==> src/rtl/shift_xfer_ctrl_pkg.sv <==
// Shared definitions for the shift transfer controller: FSM state encoding
// and shift-direction constants.
package shift_xfer_ctrl_pkg;

  typedef enum logic [1:0] {
    ST_IDLE  = 2'd0,
    ST_LOAD  = 2'd1,
    ST_SHIFT = 2'd2,
    ST_DONE  = 2'd3
  } state_e;

  // Direction encoding: left moves MSB out and sdi into LSB, right moves
  // LSB out and sdi into MSB.
  localparam logic DIR_LEFT  = 1'b0;
  localparam logic DIR_RIGHT = 1'b1;

endpackage

==> src/rtl/shift_xfer_ctrl_shift_reg.sv <==
// Bidirectional shift register with parallel load and async active-low clear.
// Load has priority over shift. sout is the bit currently at the outgoing end
// for the selected direction.
module bidir_shift_reg_p
  import shift_xfer_ctrl_pkg::*;
#(
  parameter int WIDTH = 8
) (
  input  logic             clk_i,
  input  logic             clr_ni,
  input  logic             load_i,
  input  logic [WIDTH-1:0] load_data_i,
  input  logic             shift_en_i,
  input  logic             dir_i,
  input  logic             sin_i,
  output logic [WIDTH-1:0] q_o,
  output logic             sout_o
);

  logic [WIDTH-1:0] q_q;
  logic [WIDTH-1:0] q_d;

  // Next register value: parallel load, shift in the chosen direction, or hold.
  always_comb begin
    q_d = q_q;
    if (load_i) begin
      q_d = load_data_i;
    end else if (shift_en_i) begin
      if (dir_i == DIR_RIGHT) begin
        q_d = {sin_i, q_q[WIDTH-1:1]};
      end else begin
        q_d = {q_q[WIDTH-2:0], sin_i};
      end
    end else begin
      q_d = q_q;
    end
  end

  // Register storage with asynchronous clear.
  always_ff @(posedge clk_i or negedge clr_ni) begin
    if (!clr_ni) begin
      q_q <= '0;
    end else begin
      q_q <= q_d;
    end
  end

  assign q_o    = q_q;
  assign sout_o = (dir_i == DIR_RIGHT) ? q_q[0] : q_q[WIDTH-1];

endmodule

==> src/rtl/shift_xfer_ctrl.sv <==
// Transfer sequencer around a bidirectional shift register. One request
// (word, direction, bit count) is latched in IDLE, loaded, shifted out on sdo
// at clk/DIV while sdi is captured, and the resulting register contents are
// returned on rx_data with a one-cycle done pulse.
module shift_xfer_ctrl
  import shift_xfer_ctrl_pkg::*;
#(
  parameter int WIDTH = 8,
  parameter int DIV   = 1,
  parameter int CNT_W = $clog2(WIDTH + 1)
) (
  input  logic             clk,
  input  logic             reset_n,
  input  logic             start,
  input  logic             dir,
  input  logic [CNT_W-1:0] len,
  input  logic [WIDTH-1:0] tx_data,
  input  logic             abort,
  input  logic             sdi,
  output logic             ready,
  output logic             busy,
  output logic             sdo,
  output logic             sdo_valid,
  output logic             done,
  output logic [WIDTH-1:0] rx_data
);

  localparam int               DIV_W    = (DIV > 1) ? $clog2(DIV) : 1;
  localparam logic [DIV_W-1:0] DIV_LAST = DIV_W'(DIV - 1);
  localparam logic [CNT_W-1:0] WIDTH_C  = CNT_W'(WIDTH);

  state_e           state_q, state_d;
  logic             dir_q, dir_d;
  logic [CNT_W-1:0] len_q, len_d;
  logic [WIDTH-1:0] tx_q, tx_d;
  logic [CNT_W-1:0] bit_q, bit_d;
  logic [DIV_W-1:0] div_q, div_d;
  logic [WIDTH-1:0] rx_q, rx_d;

  logic [CNT_W-1:0] eff_len_s;
  logic             shift_tick_s;
  logic             last_bit_s;
  logic             sr_load_s;
  logic [WIDTH-1:0] sr_q_s;
  logic             sr_sout_s;
  logic [WIDTH-1:0] sr_next_s;

  // A zero or oversize request means a full-width transfer.
  assign eff_len_s = ((len == '0) || (len > WIDTH_C)) ? WIDTH_C : len;

  // Shift happens on the last clock of each bit period, unless aborting.
  assign shift_tick_s = (state_q == ST_SHIFT) && (div_q == DIV_LAST) && !abort;
  assign last_bit_s   = (bit_q == (len_q - CNT_W'(1)));
  assign sr_load_s    = (state_q == ST_LOAD);

  // Register value after the final shift, captured as rx_data entering DONE.
  assign sr_next_s = (dir_q == DIR_RIGHT) ? {sdi, sr_q_s[WIDTH-1:1]}
                                          : {sr_q_s[WIDTH-2:0], sdi};

  bidir_shift_reg_p #(
    .WIDTH (WIDTH)
  ) u_sr (
    .clk_i       (clk),
    .clr_ni      (reset_n),
    .load_i      (sr_load_s),
    .load_data_i (tx_q),
    .shift_en_i  (shift_tick_s),
    .dir_i       (dir_q),
    .sin_i       (sdi),
    .q_o         (sr_q_s),
    .sout_o      (sr_sout_s)
  );

  // FSM state register.
  always_ff @(posedge clk or negedge reset_n) begin
    if (!reset_n) begin
      state_q <= ST_IDLE;
    end else begin
      state_q <= state_d;
    end
  end

  // FSM next state; start wins over abort in IDLE, abort is ignored in DONE.
  always_comb begin
    state_d = state_q;
    case (state_q)
      ST_IDLE: begin
        if (start) state_d = ST_LOAD;
        else       state_d = ST_IDLE;
      end
      ST_LOAD: begin
        if (abort) state_d = ST_IDLE;
        else       state_d = ST_SHIFT;
      end
      ST_SHIFT: begin
        if (abort)                           state_d = ST_IDLE;
        else if (shift_tick_s && last_bit_s) state_d = ST_DONE;
        else                                 state_d = ST_SHIFT;
      end
      ST_DONE: state_d = ST_IDLE;
      default: state_d = ST_IDLE;
    endcase
  end

  // FSM outputs decoded from the state register.
  always_comb begin
    ready     = 1'b0;
    sdo_valid = 1'b0;
    done      = 1'b0;
    sdo       = 1'b0;
    case (state_q)
      ST_IDLE:  ready = 1'b1;
      ST_LOAD:  ready = 1'b0;
      ST_SHIFT: begin
        sdo_valid = 1'b1;
        sdo       = sr_sout_s;
      end
      ST_DONE:  done = 1'b1;
      default:  ready = 1'b0;
    endcase
    busy = ~ready;
  end

  // Request latch, taken only when a start is accepted in IDLE.
  always_comb begin
    dir_d = dir_q;
    len_d = len_q;
    tx_d  = tx_q;
    if ((state_q == ST_IDLE) && start) begin
      dir_d = dir;
      len_d = eff_len_s;
      tx_d  = tx_data;
    end else begin
      dir_d = dir_q;
      len_d = len_q;
      tx_d  = tx_q;
    end
  end

  // Bit and divider counters: cleared in LOAD, saturate at the last bit.
  always_comb begin
    bit_d = bit_q;
    div_d = div_q;
    case (state_q)
      ST_LOAD: begin
        bit_d = '0;
        div_d = '0;
      end
      ST_SHIFT: begin
        if (abort) begin
          bit_d = bit_q;
          div_d = div_q;
        end else if (div_q == DIV_LAST) begin
          div_d = '0;
          bit_d = last_bit_s ? bit_q : (bit_q + CNT_W'(1));
        end else begin
          div_d = div_q + DIV_W'(1);
          bit_d = bit_q;
        end
      end
      default: begin
        bit_d = bit_q;
        div_d = div_q;
      end
    endcase
  end

  // Result capture on the final shift, i.e. on entry to DONE.
  always_comb begin
    rx_d = rx_q;
    if (shift_tick_s && last_bit_s) rx_d = sr_next_s;
    else                            rx_d = rx_q;
  end

  // Datapath registers.
  always_ff @(posedge clk or negedge reset_n) begin
    if (!reset_n) begin
      dir_q <= DIR_LEFT;
      len_q <= '0;
      tx_q  <= '0;
      bit_q <= '0;
      div_q <= '0;
      rx_q  <= '0;
    end else begin
      dir_q <= dir_d;
      len_q <= len_d;
      tx_q  <= tx_d;
      bit_q <= bit_d;
      div_q <= div_d;
      rx_q  <= rx_d;
    end
  end

  assign rx_data = rx_q;

endmodule

==> config.mk <==
export PLATFORM = sky130hd
export DESIGN_NAME = shift_xfer_ctrl
export DESIGN_NICKNAME = d
export VERILOG_FILES = /design/src/rtl/shift_xfer_ctrl_pkg.sv /design/src/rtl/shift_xfer_ctrl_shift_reg.sv /design/src/rtl/shift_xfer_ctrl.sv
export SDC_FILE = /design/constraint.sdc
export NUM_CORES = 1
export LEC_CHECK = 0
export ABC_AREA = 1
export BUFFER_PORTS_ARGS = -buffer_cell sky130_fd_sc_hd__buf_2
export CAP_MARGIN = 30
export CORE_ASPECT_RATIO = 1.25
export CORE_MARGIN = 5
export CORE_UTILIZATION = 35
export CTS_CLUSTER_DIAMETER = 80
export DETAILED_ROUTE_END_ITERATION = 8
export PLACE_DENSITY = 0.56
export SLEW_MARGIN = 30
export SYNTH_ARGS = -nofsm -noshare
export SYNTH_HDL_FRONTEND = slang
export SYNTH_SLANG_ARGS = --single-unit
==> constraint.sdc <==
create_clock -name clk -period 2.95 [get_ports clk]
set_clock_uncertainty 0.05 [all_clocks]
set_input_delay 0.295 -clock clk [delete_from_list [all_inputs] [get_ports clk]]
set_output_delay 0.295 -clock clk [all_outputs]
set_load 0.02 [all_outputs]
After elaboration in Yosys (flattened, before gate mapping)

Cells that the tools add are included.

Register bits after elaboration: 36
Output and inout port bits: 13
Word-level logic and storage cells: 54

$add $sub $neg: 3
$lt $le $gt $ge: 1
Eq/ne operators: 7
Muxes and demuxes: 21
Bitwise logic cells: 2
Reduce and logical (&&, ||, !) cells: 12

Operator list:

| operator                                                           | count |
|---|---|
| 8-bit 2-to-1 mux                                                   | 3 |
| 4-bit 2-to-1 mux                                                   | 4 |
| 1-bit 2-to-1 mux                                                   | 9 |
| 2-bit case mux with 4 select lines                                 | 1 |
| 4-bit case mux with 2 select lines                                 | 1 |
| 2-bit inequality test, second input constant                       | 3 |
| 4-bit by 1-bit adder with 4-bit output, second input constant      | 1 |
| 2-bit == test, second input constant                               | 2 |
| 4-bit == test                                                      | 1 |
| 4-bit > comparator, second input constant                          | 1 |
| 1-bit logical AND                                                  | 4 |
| 4-bit zero test                                                    | 1 |
| 2-bit 2-to-1 mux                                                   | 2 |
| 4-bit AND reduction                                                | 1 |
| 2-bit nonzero test                                                 | 2 |
| 4-bit by 1-bit subtractor with 4-bit output, second input constant | 1 |
| 2-bit by 1-bit == test with 1-bit output, second input constant    | 1 |
| 2-bit zero test                                                    | 1 |
| 1-bit inverter                                                     | 2 |
| 1-bit case mux with 2 select lines                                 | 1 |
| 2-bit AND reduction                                                | 1 |
| 1-bit adder, second input constant                                 | 1 |
| 1-bit zero test                                                    | 1 |
| 1-bit logical OR                                                   | 1 |

Logic depth before layout (Yosys ltp)

Gate-level depths: netlist of run 1.

Depth after elaboration: 7
Gate-level depth with buffers: 12

Modules after synthesis

A second synthesis of run 1 with hierarchy kept.

Cell total of the unflattened synthesis: 248
Area, all modules: 1903.1 µm²

By module, submodules not included:

| module            | times used | cells an instance | area an instance (µm²) |
|---|---|---|---|
| shift_xfer_ctrl   | 1          | 166               | 1380.1 |
| bidir_shift_reg_p | 1          | 82                | 523.0 |

Worst setup path after synthesis of run 1

Ideal clock, no wire load.

Path type: reg2reg
From: reg len_q[0]
To: reg rx_q[7], in the netlist rx_data[7]
Setup time: 123 ps
Arrival: 1458 ps
Path slack: 1319 ps
Stages on the path, launching flop included: 12
Buffers on the path: 1
Clock period less this slack: 1631 ps
Cell sequence: dfrtp_1 inv_1 ha_1 nand2_1 inv_1 nor2_1 nand2_1 nor2_4 nand3_4 buf_6 nand2_1 o21ai_2

Word-level cells in the longest chain between the ends: 3

RTL lines:

| item                                        | RTL line               | source |
|---|---|---|
| from (decl)                                 | shift_xfer_ctrl.sv:34  | `logic [CNT_W-1:0] len_q, len_d;` |
| from (signal assigned)                      | shift_xfer_ctrl.sv:186 | `len_q <= len_d;` |
| 4-bit by 1-bit subtractor with 4-bit output | shift_xfer_ctrl.sv:53  | `assign last_bit_s = (bit_q == (len_q - CNT_W'(1)));` |
| 4-bit == test                               | shift_xfer_ctrl.sv:53  |  |
| 1-bit logical AND                           | shift_xfer_ctrl.sv:171 | `if (shift_tick_s && last_bit_s) rx_d = sr_next_s;` |
| to (signal assigned)                        | shift_xfer_ctrl.sv:190 | `rx_q <= rx_d;` |
| to (decl)                                   | shift_xfer_ctrl.sv:38  | `logic [WIDTH-1:0] rx_q, rx_d;` |

Every way passes these cells.
A chain may end at the register's enable or synchronous reset.

Worst setup path after layout of run 1

From: reg dir_q
To: out sdo

Word-level cells in the longest chain between the ends: 2

RTL lines:

| item                   | RTL line                        | source |
|---|---|---|
| from (decl)            | shift_xfer_ctrl.sv:33           | `logic dir_q, dir_d;` |
| from (signal assigned) | shift_xfer_ctrl.sv:185          | `dir_q <= dir_d;` |
| 1-bit 2-to-1 mux       | shift_xfer_ctrl_shift_reg.sv:49 | `assign sout_o = (dir_i == DIR_RIGHT) ? q_q[0] : q_q[WIDTH-1];` |
| 1-bit 2-to-1 mux       | shift_xfer_ctrl.sv:111          | `case (state_q)` |
| to (decl)              | shift_xfer_ctrl.sv:22           | `output logic sdo,` |

Every way passes these cells.

==> impl_metrics.json, run 1 <==
{
  "wl_per_cell_um": 11.5,
  "insertedDiodeCount": 0,
  "grt_usage_pct": 12.7,
  "crit_type": "flip-flop to output port",
  "path_max_fanout": 14,
  "drt.antenna.violating_nets": 0,
  "clock_path_buffers": 2,
  "synth_area_sq_mm": 0.00173,
  "crit_required_ns": 2.61,
  "yosys_warnings": 0,
  "r2r-start": "len_q[0]$_DFFE_PN0P_",
  "max_stage_delay_ns": 0.52,
  "dr.pass1.iters": 4,
  "grtUsageMet1_pct": 15.9,
  "layout_common_cells": "69 x nand2_1, 35 x dfrtp_1, 34 x o21ai_0",
  "met2_usage_pct": 20.2,
  "multi_input_area_sq_um": 734,
  "mostFrequentLayoutCell": "nand2_1",
  "cts_setup_buffers": 0,
  "synth_cell_types": 24,
  "pin_count": 31,
  "peakVddDrop_uv": 306,
  "fin_crit_sh_pct": 61.0,
  "drive_gt1_share_pct": 22.6,
  "synth_ff_type": "dfrtp_1",
  "worst_path_max_delay_cell": "dfrtp_1",
  "p_leak_nw": 1.09,
  "synth_nets": 229,
  "grt_start_max_net_pins": 36,
  "synthArstFlopShare_pct": 100,
  "crit_family": "flip-flops",
  "reg2reg_to": "rx_data[1]$_DFFE_PN0P_",
  "fp.dieH_um": 88.6,
  "cts.sinks": 35,
  "insertion_delay_ns": 0.28,
  "endpoint_kind": "output port",
  "place_hpwl_um": 2660,
  "dpl.cell_count": 295,
  "cp.arrival_ns": 1.45,
  "final.setup.tns_ns": 0,
  "max_slew_margin_pct": 48.8,
  "total_power_mw": 1.64,
  "syn_avg_cell_area_sq_um": 8.29,
  "design.die.area_sq_mm": 0.00646,
  "max-cap-violations": 0,
  "powerDensity_mw_per_mm2": 794,
  "holdWs_ns": 0.0337,
  "fillers": 525,
  "synth_edf_count": 0,
  "ys_ff_latch": 35,
  "worstPathBufferInverterCount": 2,
  "cts_buffers": 5,
  "hold_class": "primary input to async pin",
  "reg2regPathDepth": 10,
  "fin_crit_ns": 1.80,
  "rsz0062_at_grt": "no",
  "outcome": "finished, final reports clean",
  "core_sq_mm": 0.00476,
  "overflow": 0,
  "place_congestion": 0.767,
  "clk_root_buffer_cell": "clkbuf_8",
  "regArea_sq_um": 876,
  "setup_viol": 0,
  "htree_levels": 2,
  "startpoint_type": "flip-flop",
  "initial_utilization_pct": 36.3,
  "via_count": 1394,
  "drc_errors": 0,
  "hold_viol": 0,
  "reg2reg_setup_slack_ns": 1.22,
  "path_clk_slew_ns": 0.07,
  "grt_pass1_vias": 1348,
  "cts_resized": 0,
  "finalNonFillerCells": 303,
  "cts_tree": "done",
  "design_area_sq_mm": 0.00207,
  "met3_usage_pct": 3.98,
  "grt_antenna_before_repair": 0,
  "path_cells": "inv_1, o21ai_0, a21oi_1, buf_2",
  "die_x_um": 72.9,
  "grt_pass1_wl_um": 6190,
  "port_buffers": 30,
  "core.rowCount": 28,
  "vias_per_cell": 4.60,
  "slew_viol_final": 0,
  "postSynthCellCount": 209,
  "area_growth_pct": 19.3,
  "grt.busiest_layer": "met2",
  "yosysSeqAreaShare_pct": 50.6,
  "routed_wl_um": 3490,
  "nets": 262,
  "path_depth": 4,
  "placed_area_sq_mm": 0.00193,
  "hold_buffers": 0,
  "first_iter_violations": 56,
  "tightest_slew_ns": 0.768,
  "clock.fmax_mhz": 556
}
==> Yosys cell counts (all sizes together) (2+ instances only) <==
cell type  instances  area share (%)
buf                3             1.4
clkbuf             2            0.43
dfrtp             35              51
ha                 2             1.4
inv               24             5.2
nand2             72              16
nand3             10             3.6
nor2               7             2.4
nor3               2            0.58
o21ai             43              14
xnor2              2             1.0
xor2               3             1.5
==> through the flow <==
| step | setup WS, ns | utilization (%) |
|---|---|---|
| after CTS | 1.12 | 43.4 |
| after global routing | 1.02 | 43.4 |
| after global placement | 1.25 | 40.6 |
| after detailed placement | 1.20 | 40.6 |
| after floorplan | 1.32 | - |
| final | 1.15 | 43.4 |
==> cells by family (layout without fill, tap and decap cells) <==
family / count (synthesis) / in the layout / synth area share (%)
flops: 35 / 35 / 50.6
mux: 1 / 1 / 0.578
compound gates: 44 / 44 / 14.5
buf+inv: 29 / 63 / 7.01
fa+ha+maj: 2 / 2 / 1.44
xor+xnor: 5 / 5 / 2.53
simple gates: 93 / 93 / 23.4
==> area by class of cell <==
type,instances,share of cell area (%)
sequential,35,42.4
inverter,24,4.36
tap,60,3.63
clock inverter,2,2.91
multi-input combinational,145,35.6
timing repair buffer,31,7.63
clock buffer,6,3.51
==> worst max-delay path by stage <==
stage / end / start
2_1_floorplan: rx_data[7]$_DFFE_PN0P_ / len_q[0]$_DFFE_PN0P_
3_3_place_gp: rx_data[0]$_DFFE_PN0P_ / len_q[0]$_DFFE_PN0P_
3_5_place_dp: rx_data[1]$_DFFE_PN0P_ / len_q[0]$_DFFE_PN0P_
4_1_cts: sdo / dir_q$_DFFE_PN0P_
5_1_grt: sdo / dir_q$_DFFE_PN0P_
6_report: sdo / dir_q$_DFFE_PN0P_
==> per-layer routing <==
metal  part of all wire [%]  vias up
li1                       -      733
met1                     47      633
met2                     47       24
met3                    4.5        4
met4                    1.2        0
met5                      0        -
==> sequential cells by signal (all words and copies together) (netlist names) <==
register	flops
len_q	4
state_q	2
u_sr.q_o	8
bit_q	4
rx_data	8
tx_q	8
dir_q	1
==> where the power goes <==
group	internal [mW]	switching [mW]
clock network	0.338	0.168
registers	0.602	0.0816
logic	0.157	0.295
total	1.10	0.544
No activity file was read; power rests on OpenSTA's default activity.
==> inputs of run 2 (changes only) <==
--- a/config.mk
+++ b/config.mk
@@ -13,7 +13,7 @@
 export CORE_UTILIZATION = 35
 export CTS_CLUSTER_DIAMETER = 80
 export DETAILED_ROUTE_END_ITERATION = 8
-export PLACE_DENSITY = 0.56
+export PLACE_DENSITY = 0.58
 export SLEW_MARGIN = 30
 export SYNTH_ARGS = -nofsm -noshare
 export SYNTH_HDL_FRONTEND = slang
==> constraint.sdc (replaced) <==
create_clock -name clk -period 1.45 [get_ports clk]
set_clock_uncertainty 0.05 [all_clocks]
set_input_delay 0.145 -clock clk [delete_from_list [all_inputs] [get_ports clk]]
set_output_delay 0.145 -clock clk [all_outputs]
set_load 0.02 [all_outputs]
==> impl_metrics.json, run 2 (same netlist as run 1, synthesis figures left out) <==
{
  "max-cap-violations": 0,
  "hold_viol": 1,
  "p_switching_mw": 1.23,
  "fin_crit_sh_pct": 111,
  "nets": 299,
  "endpoint_kind": "flip-flop",
  "htree_levels": 2,
  "fp.dieH_um": 88.6,
  "core.rowCount": 28,
  "rsz0062_at_grt": "yes",
  "pwr-share-seq_pct": 40.7,
  "pre_cts_ws_ns": -0.183,
  "placed_area_sq_mm": 0.00212,
  "layout_common_cells": "64 x nand2_1, 34 x o21ai_0, 34 x dfrtp_1",
  "drive_gt1_share_pct": 33.9,
  "cts.sinks": 35,
  "tightest_slew_ns": 0.417,
  "drt.antenna.violating_nets": 0,
  "reg2reg_to": "rx_data[4]$_DFFE_PN0P_",
  "internal-power_mw": 2.14,
  "insertion_delay_ns": 0.29,
  "grt_start_max_net_pins": 20,
  "cts_tree": "done",
  "hold-path-endpoint": "tx_q[7]$_DFFE_PN0P_",
  "dpl.cell_count": 316,
  "initial_utilization_pct": 36.3,
  "vias_per_cell": 4.56,
  "startpoint_type": "flip-flop",
  "worstHoldStart": "tx_data[7]",
  "p_comb_share_pct": 39.2,
  "slew_viol_final": 0,
  "reg2regPathDepth": 11,
  "port_buffers": 30,
  "overflow": 0,
  "dr.pass1.iters": 4,
  "holdWs_ns": -0.000250,
  "violations": "hold timing, setup timing",
  "switching_share_pct": 36.5,
  "area_growth_pct": 38.2,
  "setup_viol": 14,
  "place_hpwl_um": 2860,
  "top_layer": "met4",
  "drc_errors": 0,
  "route.met3.wl_um": 185,
  "wl_per_cell_um": 11.4,
  "final.setup.tns_ns": -1.87,
  "reg2reg_setup_slack_ns": -0.16,
  "finalNonFillerCells": 340,
  "clockPowerShare_pct": 20.0,
  "hold_path_depth": 3,
  "insertedDiodeCount": 0,
  "grt_pass1_wl_um": 6680,
  "pin_count": 31,
  "max_slew_margin_pct": 72.2,
  "path_clk_slew_ns": 0.07,
  "clock_path_buffers": 2,
  "mostFrequentLayoutCell": "nand2_1",
  "via_count": 1552,
  "p_leak_nw": 1.25,
  "place_congestion": 0.824,
  "outcome": "complete, but fails checks",
  "design.die.area_sq_mm": 0.00646,
  "first_iter_violations": 57,
  "grt_antenna_before_repair": 0,
  "path_max_fanout": 5,
  "setup_ws_ns": -0.158,
  "routed-wl-met2_um": 1830,
  "r2r-start": "len_q[0]$_DFFE_PN0P_",
  "core_sq_mm": 0.00476,
  "routed_wl_um": 3880,
  "fillers": 501,
  "powerDensity_mw_per_mm2": 1410,
  "crit_required_ns": 1.58,
  "grt_usage_pct": 13.6,
  "grt_pass1_vias": 1452,
  "fin_crit_ns": 1.61,
  "hold_class": "primary input to flip-flop",
  "wl_met1_um": 1790,
  "crit_type": "flip-flop to flip-flop",
  "die_x_um": 72.9,
  "clock.fmax_mhz": 622,
  "clk_root_buffer_cell": "clkbuf_8",
  "peakVddDrop_uv": 623,
  "cts_buffers": 5,
  "design_area_sq_mm": 0.00239,
  "cp.arrival_ns": 1.74
}
[run 2: how the worst max path moves through the flow]
stage	start	to	slack, ns
detailed placement	len_q[0]$_DFFE_PN0P_	rx_data[6]$_DFFE_PN0P_	-0.18
CTS	len_q[0]$_DFFE_PN0P_	rx_data[1]$_DFFE_PN0P_	-0.16
global route	len_q[0]$_DFFE_PN0P_	bit_q[0]$_DFFE_PN0P_	-0.25
finish	len_q[0]$_DFFE_PN0P_	rx_data[4]$_DFFE_PN0P_	-0.16
global placement	len_q[0]$_DFFE_PN0P_	rx_data[0]$_DFFE_PN0P_	-0.14
floorplan	len_q[0]$_DFFE_PN0P_	rx_data[7]$_DFFE_PN0P_	-0.09
[run 2: what timing repair did]
action	CTS	global route
setup endpoints to repair	14	29
gates resized for setup	8	4
hold endpoints to repair	23	0
buffers inserted	4	2
gates cloned	2	0
pin swaps	3	1
hold buffers	8	0
[run 2: cell type report]
class,instances,area (sq um),share of cell area (%)
clock inverter,3,15.0,0.628
timing repair buffer,66,462,19.3
clock buffer,5,68.8,2.88
inverter,24,92.6,3.87
sequential,35,877,36.7
tap,60,75.1,3.14
multi-input combinational,147,802,33.5
[run 2: stage by stage]
| step | util, % | total power, mW |
|---|---|---|
| 5_1_grt | 50.2 | 3.63 |
| 3_3_place_gp | 44.5 | 2.59 |
| 6_report | 50.2 | 3.38 |
| 2_1_floorplan | - | 2.09 |
| 4_1_cts | 49.6 | 3.39 |
| 3_5_place_dp | 44.5 | 2.61 |
[run 2: critical path, stage by stage (launching register included)]
cell,delay (ns)
dfrtp_1,0.38
inv_2,0.07
ha_4,0.20
nand2_2,0.06
inv_1,0.03
nor2_1,0.07
nand2_1,0.09
nor2_4,0.17
buf_4,0.15
nand3_4,0.10
nand2_1,0.09
o21ai_2,0.05
[run 2: power groups by stage]
stage | clock network, mW | registers [mW] | logic (mW)
floorplan | 0 | 1.42 | 0.666
global placement | 0 | 1.39 | 1.20
detailed placement | 0 | 1.39 | 1.22
CTS | 0.699 | 1.37 | 1.32
global route | 0.737 | 1.41 | 1.49
finish | 0.675 | 1.38 | 1.32
[run 2: metal layers]
metal  global-route usage, %  vias to the layer above
li1                        -                      809
met1                    17.2                      707
met2                    21.6                       31
met3                    3.64                        5
met4                    6.04                        0
met5                       0                        -
==> inputs of run 3 (changes only) <==
==> constraint.sdc (replaced) <==
create_clock -name clk -period 1.47 [get_ports clk]
set_clock_uncertainty 0.05 [all_clocks]
set_input_delay 0.0735 -clock clk [delete_from_list [all_inputs] [get_ports clk]]
set_output_delay 0.0735 -clock clk [all_outputs]
set_load 0.02 [all_outputs]
==> impl_metrics.json, run 3 (same netlist as run 1, synthesis figures left out) <==
{
  "die_x_um": 72.9,
  "overflow": 0,
  "startpoint_type": "flip-flop",
  "fin_crit_sh_pct": 108,
  "tightest_slew_ns": 0.438,
  "hold_class": "primary input to flip-flop",
  "core_sq_mm": 0.00476,
  "clock_path_buffers": 2,
  "nets": 299,
  "grt_antenna_before_repair": 0,
  "path_clk_slew_ns": 0.08,
  "p_comb_share_pct": 34.7,
  "via_count": 1530,
  "p_switching_mw": 1.23,
  "clock.fmax_mhz": 630,
  "place_congestion": 0.791,
  "grt_pass1_vias": 1592,
  "crit_type": "flip-flop to flip-flop",
  "design_area_sq_mm": 0.00248,
  "slew_viol_final": 0,
  "dr.pass1.iters": 4,
  "insertedDiodeCount": 0,
  "clockPowerShare_pct": 28.0,
  "routed_wl_um": 4050,
  "internal-power_mw": 2.45,
  "pwr-share-seq_pct": 37.3,
  "cp.arrival_ns": 1.73,
  "crit_family": "simple AND/OR/NAND/NOR gates",
  "hold_viol": 0,
  "drc_errors": 0,
  "peakVddDrop_uv": 723,
  "max_slew_margin_pct": 70.8,
  "violations": "setup timing",
  "cts_tree": "done",
  "endpoint_kind": "flip-flop",
  "layout_common_cells": "63 x nand2_1, 34 x dfrtp_1, 31 x o21ai_0",
  "total_power_mw": 3.68,
  "grt_pass1_wl_um": 7190,
  "vias_per_cell": 4.50,
  "drive_gt1_share_pct": 32.1,
  "core.rowCount": 28,
  "p_leak_nw": 1.27,
  "rsz0062_at_grt": "yes",
  "first_iter_violations": 72,
  "mostFrequentLayoutCell": "nand2_1",
  "top_layer": "met4",
  "grt_usage_pct": 14.4,
  "route.met3.wl_um": 185,
  "design.die.area_sq_mm": 0.00646,
  "place_hpwl_um": 2850,
  "powerDensity_mw_per_mm2": 1490,
  "clk_root_buffer_cell": "clkbuf_8",
  "path_cells": "inv_2, ha_4, nand2_1, inv_1, nor2_1, nand2_1, nor2_4, buf_12, nand3_4, nand2_1, o21ai_2",
  "crit_required_ns": 1.61,
  "grt_start_max_net_pins": 19,
  "cts.sinks": 35,
  "max_stage_delay_ns": 0.39,
  "port_buffers": 30,
  "fin_crit_ns": 1.59,
  "wl_met1_um": 1820,
  "path_max_fanout": 5,
  "switching_share_pct": 33.5,
  "insertion_delay_ns": 0.29,
  "area_growth_pct": 43.0,
  "setup_ws_ns": -0.117,
  "fp.dieH_um": 88.6,
  "path_common_cell": "nand2_1",
  "drt.antenna.violating_nets": 0,
  "holdWs_ns": 0.0679,
  "outcome": "complete, but fails checks",
  "setup_viol": 14,
  "pin_count": 31,
  "placed_area_sq_mm": 0.00210,
  "htree_levels": 2,
  "reg2reg_setup_slack_ns": -0.12,
  "max-cap-violations": 0,
  "initial_utilization_pct": 36.3,
  "final.setup.tns_ns": -1.30,
  "routed-wl-met2_um": 1950,
  "worstPathBufferInverterCount": 3,
  "wl_per_cell_um": 11.9,
  "worst_path_max_delay_cell": "dfrtp_1",
  "cts_buffers": 5
}
[run 3: cell count changes in the layout (fill, tap and decap cells not counted), sizes merged]
| cell | previous run | this run |
|---|---|---|
| clkinv | 3 | 0 |
| dlygate4sd3 | 8 | 15 |
| clkbuf | 5 | 6 |
| buf | 58 | 51 |
| bufinv | 0 | 2 |
[run 3: final timing paths]
| path | from | to | cells after the start |
|---|---|---|---|
| min reg2reg | rx_data[6]$_DFFE_PN0P_ | rx_data[6]$_DFFE_PN0P_ | 2 |
| max | len_q[0]$_DFFE_PN0P_ | rx_data[0]$_DFFE_PN0P_ | 11 |
| max in group asynchronous | reset_n | state_q[0]$_DFF_PN0_ | 3 |
| min in group asynchronous | reset_n | tx_q[6]$_DFFE_PN0P_ | 2 |
| min | sdi | rx_data[7]$_DFFE_PN0P_ | 3 |
| max reg2reg | len_q[0]$_DFFE_PN0P_ | rx_data[0]$_DFFE_PN0P_ | 11 |
[run 3: final cells by class]
cell class	count	area, sq um
clock inverters	2	60.1
repair buffers	66	489
fillers	486	2290
multi-input cells	147	812
flip-flops and latches	35	877
clock buffers	6	72.6
well taps	60	75.1
inverters	24	90.1
[run 3: stage by stage]
step | utilization, % | setup WS [ns] | cells
floorplan | - | -0.0741 | 209
global placement | 44.1 | -0.130 | 314
detailed placement | 44.1 | -0.175 | 314
CTS | 51.3 | -0.132 | 340
global route | 52.0 | -0.249 | 340
finish | 52.0 | -0.117 | 340
[run 3: routing by layer]
layer	global-route usage, %	vias to the layer above
met1	17.9	673
met5	0	-
met4	6.54	0
met3	3.18	6
met2	24.0	34
li1	-	817
[run 3: power by group through the flow]
stage / registers [mW] / clock network [mW] / logic [mW]
6_report: 1.37 / 1.03 / 1.28
5_1_grt: 1.40 / 1.10 / 1.44
4_1_cts: 1.36 / 1.06 / 1.27
3_5_place_dp: 1.38 / 0 / 1.17
3_3_place_gp: 1.37 / 0 / 1.15
2_1_floorplan: 1.40 / 0 / 0.656
[run 3: worst reg2reg max path, stage by stage (launching register included)]
cell     delay, ns
dfrtp_1       0.39
inv_2         0.08
ha_4          0.19
nand2_1       0.06
inv_1         0.03
nor2_1        0.08
nand2_1       0.09
nor2_4        0.13
buf_12        0.13
nand3_4       0.10
nand2_1       0.10
o21ai_2       0.05
[run 3: timing repair]
action	in CTS	in global routing
buffers inserted	1	0
endpoints found under the setup margin	14	21
gates cloned	2	0
hold buffers	15	0
endpoints found under the hold margin	41	0
resized for setup	4	13
